## src/rtl/mat_pkg.sv

```systemverilog
// Shared constants and state type for the row multiply-accumulate datapath.
//   N_ROWS / N_COLS : matrix geometry (rows per calculation, terms per row)
//   DATA_W / FRAC_W : signed operand width and fixed-point fraction bits
//   ACC_W           : accumulator width, wide enough for N_COLS <= 16 full products
//   ROW_W / COL_W   : row-index and column-index widths
//   CADDR_W         : coefficient ROM address width
package mat_pkg;

  localparam int N_ROWS  = 10;
  localparam int N_COLS  = 10;
  localparam int DATA_W  = 16;
  localparam int FRAC_W  = 8;
  localparam int ACC_W   = 2 * DATA_W + 4;
  localparam int ROW_W   = 4;
  localparam int COL_W   = 4;
  localparam int CADDR_W = 7;

  typedef enum logic [1:0] {
    IDLE,
    FETCH,
    DRAIN,
    WRITE
  } mac_state_t;

endpackage

```

## src/rtl/row_mac_engine_mac_unit.sv

```systemverilog
// mac_unit: signed multiply-accumulate with clear, plus scaled/saturated output.
//   clk, reset : clock and synchronous active-high reset (clears accumulator)
//   clear      : zero the accumulator (takes priority over acc_en)
//   acc_en     : add a*b to the accumulator this cycle
//   a, b       : signed DATA_W operands
//   sat_out    : (acc >>> FRAC_W) clamped to the signed DATA_W range
module mac_unit
  import mat_pkg::*;
(
  input  logic                     clk,
  input  logic                     reset,
  input  logic                     clear,
  input  logic                     acc_en,
  input  logic signed [DATA_W-1:0] a,
  input  logic signed [DATA_W-1:0] b,
  output logic signed [DATA_W-1:0] sat_out
);

  localparam logic signed [ACC_W-1:0] SAT_MAX = ACC_W'(2 ** (DATA_W - 1) - 1);
  localparam logic signed [ACC_W-1:0] SAT_MIN = ACC_W'(-(2 ** (DATA_W - 1)));

  logic signed [2*DATA_W-1:0] prod;
  logic signed [ACC_W-1:0]    acc;
  logic signed [ACC_W-1:0]    shifted;

  assign prod = a * b;

  always_ff @(posedge clk) begin
    if (reset) begin
      acc <= '0;
    end else if (clear) begin
      acc <= '0;
    end else if (acc_en) begin
      acc <= acc + ACC_W'(prod);
    end
  end

  always_comb begin
    shifted = acc >>> FRAC_W;
    if (shifted > SAT_MAX) begin
      sat_out = {1'b0, {(DATA_W-1){1'b1}}};
    end else if (shifted < SAT_MIN) begin
      sat_out = {1'b1, {(DATA_W-1){1'b0}}};
    end else begin
      sat_out = shifted[DATA_W-1:0];
    end
  end

endmodule

```

## src/rtl/row_mac_engine.sv

```systemverilog
// row_mac_engine: computes one matrix row dot-product per begin_mult request.
//   clk, reset   : clock, synchronous active-high reset (aborts a row in flight)
//   begin_mult   : level request from controller, sampled only in IDLE
//   res_add      : row index / result address, latched at row start
//   coef_rd_en   : read strobe for coefficient ROM and vector regfile
//   coef_addr    : row*N_COLS + col
//   coef_data    : signed coefficient, valid one cycle after coef_rd_en
//   vec_addr     : column index
//   vec_data     : signed vector element, valid one cycle after coef_rd_en
//   res_wr_en    : one-cycle result write strobe
//   res_wr_addr  : latched row index (during the write)
//   res_wr_data  : saturated scaled sum (during the write)
//   done_row     : one-cycle completion pulse
//   busy         : high whenever not IDLE
//   row_err      : pulses with done_row when the row index is out of range
module row_mac_engine
  import mat_pkg::*;
(
  input  logic                     clk,
  input  logic                     reset,
  input  logic                     begin_mult,
  input  logic [ROW_W-1:0]         res_add,
  output logic                     coef_rd_en,
  output logic [CADDR_W-1:0]       coef_addr,
  input  logic signed [DATA_W-1:0] coef_data,
  output logic [COL_W-1:0]         vec_addr,
  input  logic signed [DATA_W-1:0] vec_data,
  output logic                     res_wr_en,
  output logic [ROW_W-1:0]         res_wr_addr,
  output logic signed [DATA_W-1:0] res_wr_data,
  output logic                     done_row,
  output logic                     busy,
  output logic                     row_err
);

  mac_state_t              state;
  mac_state_t              state_next;
  logic [ROW_W-1:0]        row_q;
  logic [COL_W-1:0]        col_q;
  logic                    rd_valid_q;
  logic                    start;
  logic                    row_ok;
  logic                    last_col;
  logic signed [DATA_W-1:0] mac_out;

  assign row_ok   = (row_q < ROW_W'(N_ROWS));
  assign last_col = (col_q == COL_W'(N_COLS - 1));
  assign busy     = (state != IDLE);

  always_comb begin
    state_next = state;
    start      = 1'b0;
    coef_rd_en = 1'b0;
    case (state)
      IDLE: begin
        if (begin_mult) begin
          start      = 1'b1;
          state_next = FETCH;
        end
      end
      FETCH: begin
        // Out-of-range rows still walk the columns so done_row keeps its latency.
        coef_rd_en = row_ok;
        if (last_col) begin
          state_next = DRAIN;
        end
      end
      DRAIN:   state_next = WRITE;
      WRITE:   state_next = IDLE;
      default: state_next = IDLE;
    endcase
  end

  assign coef_addr = coef_rd_en ? (CADDR_W'(row_q) * CADDR_W'(N_COLS) + CADDR_W'(col_q)) : '0;
  assign vec_addr  = coef_rd_en ? col_q : '0;

  always_ff @(posedge clk) begin
    if (reset) begin
      state      <= IDLE;
      row_q      <= '0;
      col_q      <= '0;
      rd_valid_q <= 1'b0;
      res_wr_en  <= 1'b0;
      done_row   <= 1'b0;
      row_err    <= 1'b0;
    end else begin
      state      <= state_next;
      rd_valid_q <= coef_rd_en;
      if (start) begin
        row_q <= res_add;
        col_q <= '0;
      end else if (state == FETCH) begin
        col_q <= col_q + 1'b1;
      end
      // Registered from DRAIN so these pulses coincide with the WRITE state.
      done_row  <= (state == DRAIN);
      res_wr_en <= (state == DRAIN) && row_ok;
      row_err   <= (state == DRAIN) && !row_ok;
    end
  end

  // The last product lands in the accumulator on the DRAIN->WRITE edge,
  // so the saturated result is read straight from it during WRITE.
  assign res_wr_addr = res_wr_en ? row_q : '0;
  assign res_wr_data = res_wr_en ? mac_out : '0;

  mac_unit u_mac (
    .clk    (clk),
    .reset  (reset),
    .clear  (start),
    .acc_en (rd_valid_q),
    .a      (coef_data),
    .b      (vec_data),
    .sat_out(mac_out)
  );

endmodule
```

## config.mk

```make
export PLATFORM = sky130hd
export DESIGN_NAME = row_mac_engine
export DESIGN_NICKNAME = d
export VERILOG_FILES = /design/src/rtl/mat_pkg.sv /design/src/rtl/row_mac_engine_mac_unit.sv /design/src/rtl/row_mac_engine.sv
export SDC_FILE = /design/constraint.sdc
export NUM_CORES = 1
export LEC_CHECK = 0
export ABC_AREA = 1
export CAP_MARGIN = 20
export CORE_MARGIN = 2
export CORE_UTILIZATION = 55
export CTS_CLUSTER_DIAMETER = 60
export DETAILED_ROUTE_END_ITERATION = 12
export MAX_ROUTING_LAYER = met4
export PLACE_DENSITY_LB_ADDON = 0.05
export SLEW_MARGIN = 20
export SYNTH_ARGS = -nofsm -noshare
export SYNTH_HDL_FRONTEND = slang
export SYNTH_SLANG_ARGS = --single-unit
```

## constraint.sdc

```tcl
create_clock -name clk -period 9.12 [get_ports clk]
set_input_delay 1.368 -clock clk [delete_from_list [all_inputs] [get_ports clk]]
set_output_delay 1.368 -clock clk [all_outputs]
set_load 0.01 [all_outputs]
```

==> flow_summary.json <==
{
  "port_buffers": 74,
  "tightest_slew_ps": 1020,
  "dp_hpwl_um": 32800,
  "synth_nets": 2555,
  "start_kind": "input port",
  "period_share_pct": 84.6,
  "routed.top_layer": "met4",
  "crit_type": "in -> reg",
  "slew_viol_final": 0,
  "holdCritPathClass": "reg -> reg",
  "r2r_start": "u_mac.acc[15]",
  "ff2ff_path_depth": 22,
  "clk_latency_ps": 300,
  "holdPathStages": 2,
  "cts_tree": "built",
  "cts_setup_buffers": 0,
  "setup_tns_ps": 0,
  "ys_seq_area_share_pct": 6.54,
  "r2r_setup_slack_ps": 4350,
  "grt_max_degree": 39,
  "dp_slack_ps": 1050,
  "setup_violations": 0,
  "dieArea_sq_um": 29200,
  "cp_top_family": "adder cells",
  "postCtsHoldBufs": 0,
  "clockBufferDepth": 2,
  "required_ps": 9320,
  "synth-main-ff-cell": "dfxtp_1",
  "nFillCells": 2651,
  "rsz0062_at_grt": "no",
  "yosysWarnings": 0,
  "synth-edff-count": 0,
  "worst_setup_path_end_kind": "register",
  "setup_ws_ps": 1400,
  "wl_per_cell_um": 15.2,
  "path_depth": 24,
  "worst-path-buf-inv": 8,
  "grt_pass1_wl_um": 63700,
  "mostFrequentLayoutCells": "679 x inv_1, 506 x nand2_1, 316 x fa_1",
  "grt_usage_pct": 28.8,
  "fmax_mhz": 130,
  "postRouteAntennaNets": 0,
  "final_nets": 2576,
  "cts_max_level": 2,
  "crit_start": "vec_data[1]",
  "gp_congestion": 0.955,
  "detail_route.iter0.violations": 669,
  "synth_async_sr_flop_share_pct": 0,
  "cp_max_fo": 16,
  "relSlewSlack_pct": 31.8,
  "yosys-top-cells-area": "fa_1 41%, inv_1 17%, nand2_1 12%",
  "rr_endpoint": "u_mac.acc[23]",
  "crit_end": "u_mac.acc[31]",
  "dr.pass1.iters": 6,
  "ios": 75,
  "finalCriticalPeriod_ps": 7720,
  "numCtsBuffers": 5,
  "grt_pass1_vias": 12265,
  "crit_slowest_cell": "clkdlybuf4s50_1",
  "critPathMaxStageDelay_ps": 910,
  "via_per_inst": 4.85,
  "status": "finished, final reports clean",
  "syn_to_final_growth_pct": 7.85,
  "skew_ps": 7.90,
  "antenna_found_initial": 0,
  "clkTransAtPathRegs_ps": 80,
  "netlist_area_sq_um": 15300,
  "overflow": 0,
  "wl_met2_um": 16800,
  "maxCapViolCount": 0,
  "initial_utilization_pct": 55.5,
  "rows": 61,
  "diodes": 0,
  "die_y_um": 171,
  "coreArea_sq_um": 27600,
  "cp_cell_sequence": "clkdlybuf4s50_1, nand2_1, fa_1, fa_1, inv_1, fa_1, inv_1, fa_1, inv_1, fa_1, inv_1, fa_1, inv_1, ha_1, nand2_1, nor2_1, inv_2, nor2_1, and3_1, nand2_1, nand3_1, nand3_1, nand2_1, inv_1",
  "final_common_cell": "inv_1",
  "wl_met3_um": 2010,
  "die_w_um": 171,
  "hold_viol_final": 0,
  "clkSinkCount": 50,
  "yosys.area.top_type": "fa_1",
  "drive_above_1_share_pct": 3.04,
  "syn_avg_cell_area_sq_um": 7.35,
  "routed-via-count": 12027,
  "drt_wl_total_um": 37700,
  "wl_met1_um": 18400,
  "drc_errors": 0,
  "ys_seq_elements": 50,
  "post_cts_resized": 0,
  "syn_inst": 2081,
  "clock-root-buffer": "clkbuf_16",
  "arrival_ps": 7920,
  "yosysTopAreaCellShare_pct": 41.4,
  "synthDistinctLibCells": 36
}
==> cell type report <==
type / count / area [sq um] / area share, %
well taps: 378 / 473 / 2.87
clock inverters: 3 / 47.5 / 0.288
clock buffers: 5 / 125 / 0.759
inverters: 689 / 2590 / 15.7
flip-flops and latches: 50 / 1000 / 6.07
multi-input cells: 1269 / 11400 / 69.3
repair buffers: 87 / 838 / 5.08
==> worst min-delay path: cells and delay by family, from the launching register on <==
| family | cells | cell delay [ps] |
|---|---|---|
| compound gates | 1 | 50 |
| flops | 1 | 320 |
| simple gates | 1 | 60 |
==> synthesized netlist by cell type, types with 4 or more instances <==
cell type    n
and2_1       6
clkbuf_1    65
o21ai_1      4
nand4_1      9
nor2_1     105
and3_1       5
ha_1       119
nand3_1     47
nor3_1       7
xor2_1      14
dfxtp_1     50
o21ai_0     24
a21oi_1     59
nor4_1       4
a21oi_2      5
nand2_2     15
nand2_1    506
buf_2        5
inv_1      679
fa_1       316
nor3_2       5
inv_2        9
==> per-layer routing <==
metal	GRT usage (%)	vias up
met5	-	-
met4	4.53	0
met3	3.08	30
met2	43.9	292
met1	42.5	5852
li1	-	5853
==> worst min path at each step <==
| stage | endpoint | start |
|---|---|---|
| floorplan | u_mac.acc[4] | u_mac.acc[4] |
| global placement | u_mac.acc[0] | u_mac.acc[0] |
| detailed placement | u_mac.acc[1] | u_mac.acc[1] |
| CTS | u_mac.acc[1] | u_mac.acc[1] |
| global route | u_mac.acc[1] | u_mac.acc[1] |
| finish | u_mac.acc[1] | u_mac.acc[1] |
==> sequential cells by signal (all words and copies together), names as in the netlist <==
register,count
done_row,1
col_q,4
row_err,1
state,2
row_q,4
res_wr_en,1
u_mac.acc,36
rd_valid_q,1
==> logic make-up after synthesis <==
family | share of synthesized area (%)
buf+inv | 18.8
simple gates | 19.2
fa+ha+maj | 51.1
compound gates | 3.42
flops | 6.54
xor+xnor | 0.974
==> stage by stage <==
stage / cell area (sq um) / instances / hold WS (ps) / utilization [%]
floorplan: 15300 / 2081 / 445 / -
global route: 16500 / 2481 / 502 / 59.9
finish: 16500 / 2481 / 476 / 59.9
CTS: 16500 / 2481 / 473 / 59.9
global placement: 16300 / 2473 / 455 / 59.2
detailed placement: 16300 / 2473 / 459 / 59.2
Power is not shown: default switching activity piles up to over one toggle a cycle in this logic, so the estimate is an artifact.
